==> config.mk <==
export PLATFORM = sky130hd
export DESIGN_NAME = alu_serial_exec
export DESIGN_NICKNAME = d
export VERILOG_FILES = /design/src/rtl/alu_pkg.sv /design/src/rtl/alu_serial_shifter.sv /design/src/rtl/alu_serial_exec.sv
export SDC_FILE = /design/constraint.sdc
export NUM_CORES = 1
export LEC_CHECK = 0
export BUFFER_PORTS_ARGS = -buffer_cell sky130_fd_sc_hd__clkbuf_2
export CORE_ASPECT_RATIO = 2
export CORE_UTILIZATION = 45
export DETAILED_ROUTE_END_ITERATION = 8
export SYNTH_ARGS = -nofsm -noshare
export SYNTH_HDL_FRONTEND = slang
export SYNTH_SLANG_ARGS = --single-unit
==> constraint.sdc <==
create_clock -name i_clk -period 4.9 [get_ports i_clk]
set_input_delay 0.735 -clock i_clk [delete_from_list [all_inputs] [get_ports i_clk]]
set_output_delay 0.735 -clock i_clk [all_outputs]
set_load 0.03 [all_outputs]
==> src/rtl/alu_pkg.sv <==
// Shared ALU definitions: operation codes, FSM state type, default width.
// Imported by the ALU decoder and the serial execute block.
package alu_pkg;

    localparam int XLEN_DEF = 32;

    localparam logic [4:0] OP_AND  = 5'b00000;
    localparam logic [4:0] OP_OR   = 5'b00001;
    localparam logic [4:0] OP_XOR  = 5'b00010;
    localparam logic [4:0] OP_ADD  = 5'b00011;
    localparam logic [4:0] OP_SUB  = 5'b00100;
    localparam logic [4:0] OP_SLL  = 5'b00101;
    localparam logic [4:0] OP_SRL  = 5'b00110;
    localparam logic [4:0] OP_SLT  = 5'b00111;
    localparam logic [4:0] OP_SLTU = 5'b01000;
    localparam logic [4:0] OP_SRA  = 5'b01001;
    localparam logic [4:0] OP_BEQ  = 5'b01010;
    localparam logic [4:0] OP_BNE  = 5'b01011;
    localparam logic [4:0] OP_BLT  = 5'b01100;
    localparam logic [4:0] OP_BLTU = 5'b01101;
    localparam logic [4:0] OP_BGE  = 5'b01110;
    localparam logic [4:0] OP_BGEU = 5'b01111;

    typedef enum logic {
        ST_IDLE,
        ST_SHIFT
    } state_t;

    typedef enum logic [1:0] {
        SH_SLL,
        SH_SRL,
        SH_SRA
    } shift_t;

    function automatic logic is_shift(input logic [4:0] op);
        return (op == OP_SLL) || (op == OP_SRL) || (op == OP_SRA);
    endfunction

    function automatic shift_t shift_kind(input logic [4:0] op);
        case (op)
            OP_SRL:  return SH_SRL;
            OP_SRA:  return SH_SRA;
            default: return SH_SLL;
        endcase
    endfunction

endpackage

==> src/rtl/alu_serial_shifter.sv <==
// Bit-serial shifter: one bit position per clock until the count hits zero.
// Ports: clk/rst, load (capture src/shamt/kind), flush (drop count),
//        acc_next (accumulator after the next step), count (steps left).
module alu_serial_shifter
    import alu_pkg::*;
#(
    parameter int XLEN    = XLEN_DEF,
    parameter int SHAMT_W = 5
) (
    input  logic               clk,
    input  logic               rst,
    input  logic               load,
    input  logic               flush,
    input  shift_t             kind_in,
    input  logic [XLEN-1:0]    src,
    input  logic [SHAMT_W-1:0] shamt,
    output logic [XLEN-1:0]    acc_next,
    output logic [SHAMT_W-1:0] count
);

    logic [XLEN-1:0] acc;
    shift_t          kind;

    always_comb begin
        acc_next = acc;
        case (kind)
            SH_SLL:  acc_next = {acc[XLEN-2:0], 1'b0};
            SH_SRL:  acc_next = {1'b0, acc[XLEN-1:1]};
            SH_SRA:  acc_next = {acc[XLEN-1], acc[XLEN-1:1]};
            default: acc_next = acc;
        endcase
    end

    always_ff @(posedge clk or posedge rst) begin
        if (rst) begin
            acc   <= '0;
            count <= '0;
            kind  <= SH_SLL;
        end else if (flush) begin
            count <= '0;
        end else if (load) begin
            acc   <= src;
            count <= shamt;
            kind  <= kind_in;
        end else if (count != '0) begin
            acc   <= acc_next;
            count <= count - 1'b1;
        end
    end

endmodule

==> src/rtl/alu_serial_exec.sv <==
// Execute-stage ALU: single-cycle logic/arith/compare/branch, serial shifts.
// Ports: i_valid/o_ready request handshake, i_alu_ctrl/i_src_a/i_src_b
//        operation, i_flush abort, o_valid pulse with o_result/o_branch_taken.
module alu_serial_exec
    import alu_pkg::*;
#(
    parameter int XLEN    = XLEN_DEF,
    parameter int SHAMT_W = 5
) (
    input  logic            i_clk,
    input  logic            i_rst,
    input  logic            i_valid,
    output logic            o_ready,
    input  logic [4:0]      i_alu_ctrl,
    input  logic [XLEN-1:0] i_src_a,
    input  logic [XLEN-1:0] i_src_b,
    input  logic            i_flush,
    output logic            o_valid,
    output logic [XLEN-1:0] o_result,
    output logic            o_branch_taken
);

    state_t             state;
    logic               accept;
    logic               long_shift;
    logic [SHAMT_W-1:0] shamt;
    logic [SHAMT_W-1:0] count;
    logic [XLEN-1:0]    acc_next;
    logic [XLEN-1:0]    op_result;
    logic               op_branch;
    logic               eq;
    logic               lt_s;
    logic               lt_u;

    assign o_ready    = (state == ST_IDLE);
    assign shamt      = i_src_b[SHAMT_W-1:0];
    assign accept     = i_valid & o_ready & ~i_flush;
    // Zero-amount shifts finish in the single-cycle path.
    assign long_shift = is_shift(i_alu_ctrl) && (shamt != '0);

    assign eq   = (i_src_a == i_src_b);
    assign lt_s = ($signed(i_src_a) < $signed(i_src_b));
    assign lt_u = (i_src_a < i_src_b);

    always_comb begin
        op_result = '0;
        op_branch = 1'b0;
        case (i_alu_ctrl)
            OP_AND:  op_result = i_src_a & i_src_b;
            OP_OR:   op_result = i_src_a | i_src_b;
            OP_XOR:  op_result = i_src_a ^ i_src_b;
            OP_ADD:  op_result = i_src_a + i_src_b;
            OP_SUB:  op_result = i_src_a - i_src_b;
            OP_SLL:  op_result = i_src_a << shamt;
            OP_SRL:  op_result = i_src_a >> shamt;
            OP_SRA:  op_result = XLEN'($signed(i_src_a) >>> shamt);
            OP_SLT:  op_result = {{(XLEN-1){1'b0}}, lt_s};
            OP_SLTU: op_result = {{(XLEN-1){1'b0}}, lt_u};
            OP_BEQ:  op_branch = eq;
            OP_BNE:  op_branch = ~eq;
            OP_BLT:  op_branch = lt_s;
            OP_BLTU: op_branch = lt_u;
            OP_BGE:  op_branch = ~lt_s;
            OP_BGEU: op_branch = ~lt_u;
            default: op_result = '0;
        endcase
        if (i_alu_ctrl[4:1] inside {4'b0101, 4'b0110, 4'b0111}) begin
            op_result = {{(XLEN-1){1'b0}}, op_branch};
        end
    end

    alu_serial_shifter #(
        .XLEN    (XLEN),
        .SHAMT_W (SHAMT_W)
    ) u_shifter (
        .clk      (i_clk),
        .rst      (i_rst),
        .load     (accept & long_shift),
        .flush    (i_flush),
        .kind_in  (shift_kind(i_alu_ctrl)),
        .src      (i_src_a),
        .shamt    (shamt),
        .acc_next (acc_next),
        .count    (count)
    );

    always_ff @(posedge i_clk or posedge i_rst) begin
        if (i_rst) begin
            state          <= ST_IDLE;
            o_valid        <= 1'b0;
            o_result       <= '0;
            o_branch_taken <= 1'b0;
        end else if (i_flush) begin
            // Flush wins over any completion due on this edge.
            state   <= ST_IDLE;
            o_valid <= 1'b0;
        end else begin
            o_valid <= 1'b0;
            case (state)
                ST_IDLE: begin
                    if (accept) begin
                        if (long_shift) begin
                            state <= ST_SHIFT;
                        end else begin
                            o_valid        <= 1'b1;
                            o_result       <= op_result;
                            o_branch_taken <= op_branch;
                        end
                    end
                end
                ST_SHIFT: begin
                    // Last step: take the value the shifter is about to hold.
                    if (count == SHAMT_W'(1)) begin
                        state          <= ST_IDLE;
                        o_valid        <= 1'b1;
                        o_result       <= acc_next;
                        o_branch_taken <= 1'b0;
                    end
                end
                default: state <= ST_IDLE;
            endcase
        end
    end

endmodule

### Word-level counts from Yosys, hierarchy flattened

Cells that the tools add are included.

* bits in registers: 74
* bits in latches: 0
* memory bits (writable): 0
* ROM bits: 0
* input bits: 73
* memories kept: 0

* $add $sub $neg: 3
* multiply operators: 0
* div/mod/pow operators: 0
* order comparisons: 2
* equal/unequal tests: 25
* shifts and indexed selects: 3
* multiplexer cells: 28
* bitwise gates (word level): 11
* reduce and logical (&&, ||, !) cells: 13

Operator list (count)
* case mux 32 bit (10 select lines): 1
* two-way mux 32 bit: 6
* case mux 32 bit (3 select lines): 1
* less-than comparator 32 bit: 2
* case mux 32 bit (2 select lines): 1
* == test 5 x 4 -> 1 bit, second input constant: 8
* adder 32 bit: 1
* bitwise AND 32 bit: 1
* == test 32 bit: 1
* OR 32 bit: 1
* << shifter 32 x 5 -> 32 bit: 1
* right shift 32 x 5 -> 32 bit: 1
* >>> shifter 32 x 5 -> 32 bit: 1
* subtractor 32 bit: 1
* XOR 32 bit: 1
* == test 5 x 3 -> 1 bit, second input constant: 4
* two-way mux 5 bit: 3
* == test 4 x 3 -> 1 bit, second input constant: 3
* two-way mux 1 bit: 11
* == test 5 x 1 -> 1 bit, second input constant: 2
* == test 5 x 2 -> 1 bit, second input constant: 2
* nonzero test 5 bit: 2
* case mux 1 bit (2 select lines): 3
* case mux 1 bit (6 select lines): 1
* 16 further kinds: 26

### Depth between registers and ports, before layout

* depth in word-level cells: 8
* depth in mapped cells: 15
* gate-level depth less buffers: 12

### By module

A second synthesis with hierarchy kept.

* cells, all modules: 1790
* area total of the unflattened synthesis: 14034.7 sq um

By module, submodules not included
* alu_serial_exec: times used 1, cells an instance 1505, area each 10821.6 sq um, seq. area each 875.8 sq um
* alu_serial_shifter: times used 1, cells an instance 285, area each 3213.1 sq um, seq. area each 975.9 sq um

### Worst setup path before layout

OpenSTA, ideal clock, no wires.

* kind: in2reg
* start: in i_src_b[3]
* end: reg o_result[25]
* arrival time: 3819 ps
* data required time: 4833 ps
* path slack: 1013 ps
* stages: 13
* buffers on the path: 4
* cell sequence: clkbuf_1 > inv_1 > buf_1 > clkbuf_1 > ha_1 > buf_2 > o31ai_2 > a221o_2 > a31oi_4 > o32ai_2 > a31oi_1 > o311ai_0 > o221a_1

* longest elaborated chain between the ends: 6
* elaborated cells between the ends (all ways): 14
* classes of those cells: 2 x add/sub; 1 x eq/ne; 3 x shift; 5 x mux; 3 x reduce/logical

Ends and longest elaborated chain
* from (decl): RTL line alu_serial_exec.sv:16 `input logic [XLEN-1:0] i_src_b,`
* subtractor 32 bit, or another cell as far along: RTL line alu_serial_exec.sv:53 `OP_SUB: op_result = i_src_a - i_src_b;`
* case mux 32 bit (10 select lines): RTL line alu_serial_exec.sv:48 `case (i_alu_ctrl)`
* two-way mux 32 bit: RTL line alu_serial_exec.sv:67 `if (i_alu_ctrl[4:1] inside {4'b0101, 4'b0110, 4'b0111}) begin`
* two-way mux 32 bit: RTL line alu_serial_exec.sv:102 `if (long_shift) begin`
* two-way mux 32 bit: RTL line alu_serial_exec.sv:101 `if (accept) begin`
* case mux 32 bit (2 select lines): RTL line alu_serial_exec.sv:99 `case (state)`
* to (signal assigned): RTL line alu_serial_exec.sv:106 `o_result <= op_result;`
* to (signal assigned): RTL line alu_serial_exec.sv:116 `o_result <= acc_next;`
* to (decl): RTL line alu_serial_exec.sv:19 `output logic [XLEN-1:0] o_result,`

Parallel ways exist; a longest one is shown, timed or not. The select of a mux whose other input is x is not followed.
A chain may end at the register's enable or synchronous reset.

### Final worst setup path

* start: in i_src_b[0]
* end: reg o_result[24]

The elaborated chain is that of the path after synthesis.

==> results by group <==
Status
  – Status: completed

Timing
  – Final TNS setup: 0 ps
  – Final setup violation count: 0
  – Min cycle time layout: 3940 ps
  – Final Cycle Share: 80.4%
  – Final Max Slew Viols: 0
  – Clock skew: 10.2 ps
  – Hold Vio Cnt, Final: 0
  – RSZ-0062 raised after global routing: false
  – Achievable clock frequency: 0.254 GHz
  – Worst slew margin: 34.9%
  – Slew @ Worst Pin: 968 ps

Flow run
  – Max cap viols: 0

Clock tree
  – Clk sinks: 74
  – Clk_lat worst skew: 360 ps
  – CTS H-tree lvls: 3
  – Clk pin slew, worst setup/hold paths: 70 ps
  – Setup Fix Bufs, Post-CTS: 0
  – Hold-fix buffers, CTS: 0
  – CTS Buf Count: 9
  – CTS tree: done
  – Clk root buf: clkbuf_16
  – Clk buf depth: 2
  – Post-CTS sizing: 0

GRT
  – Total gr overflow: 0
  – Initial antenna violation count: 3
  – Total GRT Usage: 43.5%
  – Largest net degree at the start of global routing: 80
  – Global-route wire length before repair: 101000 microns
  – Vias in the first global route: 15400

Finish
  – Final net count: 2134
  – Most common cell after layout, fill and taps aside: nor2_1
  – Final instance area: 15200 sq um
  – Commonest non-fill, non-tap cells in the layout: 209 x nor2_1, 195 x o21ai_0, 192 x nand2_1
  – Area Growth Syn to Fin: 8.65%
  – Layout cells sized above 1: 15.4%

Critical path
  – Critical-path maximum fanout: 28
  – Worst reg-to-reg path cell count: 7
  – Setup crit end kind: flip-flop
  – Worst Path Required: 5130 ps
  – Setup crit start kind: input pin
  – Worst R2R Setup Slack: 1940 ps
  – Worst reg2reg endpoint: o_result[0]
  – Crit path to: o_result[24]
  – Worst endpoint data arrival time: 4170 ps
  – Crit Path Category: input pin to flip-flop
  – Worst r2r src: state
  – Timing startpoint of the critical path: i_src_b[0]

Drt
  – Pre-Repair DR Iteration Count: 8
  – DRC viols: 0
  – Wire length per cell: 29.9 microns
  – Final ANT Viol Nets: 0
  – Initial DRC count: 1414
  – Drt total wl: 69700 microns
  – Vias: 16000
  – Vias/cell: 6.87

Logic synthesis
  – Syn. warnings: 0
  – Sequential area share after synthesis: 13.2%
  – Post-Syn Area: 14000 sq um
  – Syn Area/Cell: 7.25 sq um
  – Post-synth EDFFs: 0
  – Prevailing post-synth register cell: dfrtp_1
  – Mapped Nets: 2114
  – Synth Instances: 1927
  – Ys async rst share: 100%
  – Yosys reg bits: 74
  – Yosys cell types: 91

Floorplanning
  – Total Die Area: 31800 sq um
  – Die W: 127 microns
  – Initial core utilization: 45.5%
  – Chip Height: 251 microns
  – Core area: 30700 sq um
  – # rows: 91
  – I/O pin total: 108

Placement
  – Post-DP Area: 14800 sq um
  – DPL Wire Length: 55000 microns
  – PortBufs: 107
  – Final Wtd Congestion: 1.04

Power
  – Peak supply drop: 0.224 mV
  – Lkg Pwr: 6.50 nW
  – PD cells: 246 nW/um^2

Hold path
  – Min-Delay Path Class: input pin to async pin
[metrics by stage]
stage	std cells	total power [mW]	setup WS (ps)	util, %	hold WS (ps)
2_1_floorplan	1927	2.23	1010	-	461
3_3_place_gp	2308	2.88	724	48.2	465
3_5_place_dp	2308	2.90	667	48.2	473
4_1_cts	2324	3.71	1040	49.4	441
5_1_grt	2326	3.94	836	49.4	487
6_report	2328	3.74	960	49.4	420
[cells in the mapped netlist (all sizes together) (14+ instances only)]
| cell | count | area (sq um) |
|---|---|---|
| a211oi | 35 | 263 |
| a21o | 19 | 143 |
| a21oi | 191 | 960 |
| a221oi | 18 | 164 |
| a22oi | 14 | 105 |
| a31oi | 19 | 134 |
| and3 | 14 | 92.6 |
| buf | 59 | 314 |
| clkbuf | 101 | 379 |
| dfrtp | 74 | 1850 |
| ha | 112 | 1400 |
| inv | 116 | 435 |
| mux2 | 19 | 214 |
| mux2i | 61 | 611 |
| mux4 | 58 | 1310 |
| nand2 | 193 | 724 |
| nand2b | 40 | 250 |
| nand3 | 24 | 120 |
| nor2 | 210 | 788 |
| nor2b | 17 | 106 |
| nor3 | 39 | 195 |
| o211ai | 54 | 410 |
| o21ai | 200 | 1000 |
| o21bai | 16 | 120 |
| o22ai | 15 | 100 |
| o31ai | 16 | 125 |
[registers in the layout, indices dropped and copies added, names as in the netlist]
| register | flops |
|---|---|
| state | 1 |
| u_shifter.count | 5 |
| o_valid | 1 |
| o_result | 32 |
| u_shifter.kind | 2 |
| u_shifter.acc | 32 |
| o_branch_taken | 1 |
[critical path: stages]
cell and delay [ps]:
buf_4 370, ha_1 340, inv_1 90, fa_1 420, nor2b_1 180, o2111ai_1 160, and4b_1 310, nor4b_1 630
buf_4 230, or3_4 150, a31o_1 180, a21oi_1 70, a211oi_1 210, o31ai_1 100
[metal layers]
metal | up-vias | routed length [microns] | GRT usage, %
li1 | 7124 | - | -
met1 | 7637 | 24500 | 47.8
met2 | 932 | 33000 | 72.7
met3 | 306 | 4970 | 5.58
met4 | 0 | 7260 | 39.1
met5 | - | 0 | 0
[power breakdown]
part           switching (mW)  leakage, nW  internal [mW]
Sequential              0.160        0.970          0.773
Clock                   0.296        0.167          0.503
Combinational            1.31         5.36          0.691
Total                    1.77         6.50           1.97
[final cells by class]
| class | instances | area [sq um] |
|---|---|---|
| clock buffer | 9 | 225 |
| sequential | 74 | 1850 |
| inverter | 118 | 444 |
| timing repair buffer | 169 | 1050 |
| antenna | 4 | 10.0 |
| tap | 372 | 465 |
| multi-input combinational | 1575 | 11000 |
| clock inverter | 7 | 124 |
| fill | 3231 | 15600 |
[how the worst min path moves through the flow]
stage                     start               end  cells after the start
2_1_floorplan  u_shifter.acc[0]  u_shifter.acc[0]                      2
5_1_grt                   i_rst  u_shifter.acc[9]                      2
3_5_place_dp        o_result[1]       o_result[1]                      2
3_3_place_gp        o_result[1]       o_result[1]                      2
6_report                  i_rst  u_shifter.acc[9]                      2
4_1_cts                   i_rst           o_valid                      2
[cell families after synthesis]
| kind of cell | share of synthesized area [%] |
|---|---|
| xor+xnor | 0.815 |
| flops | 13.2 |
| compound gates | 32.5 |
| fa+ha+maj | 10.3 |
| simple gates | 19.7 |
| buf+inv | 8.13 |
| mux | 15.2 |
Power figures use the tool's default switching activity.
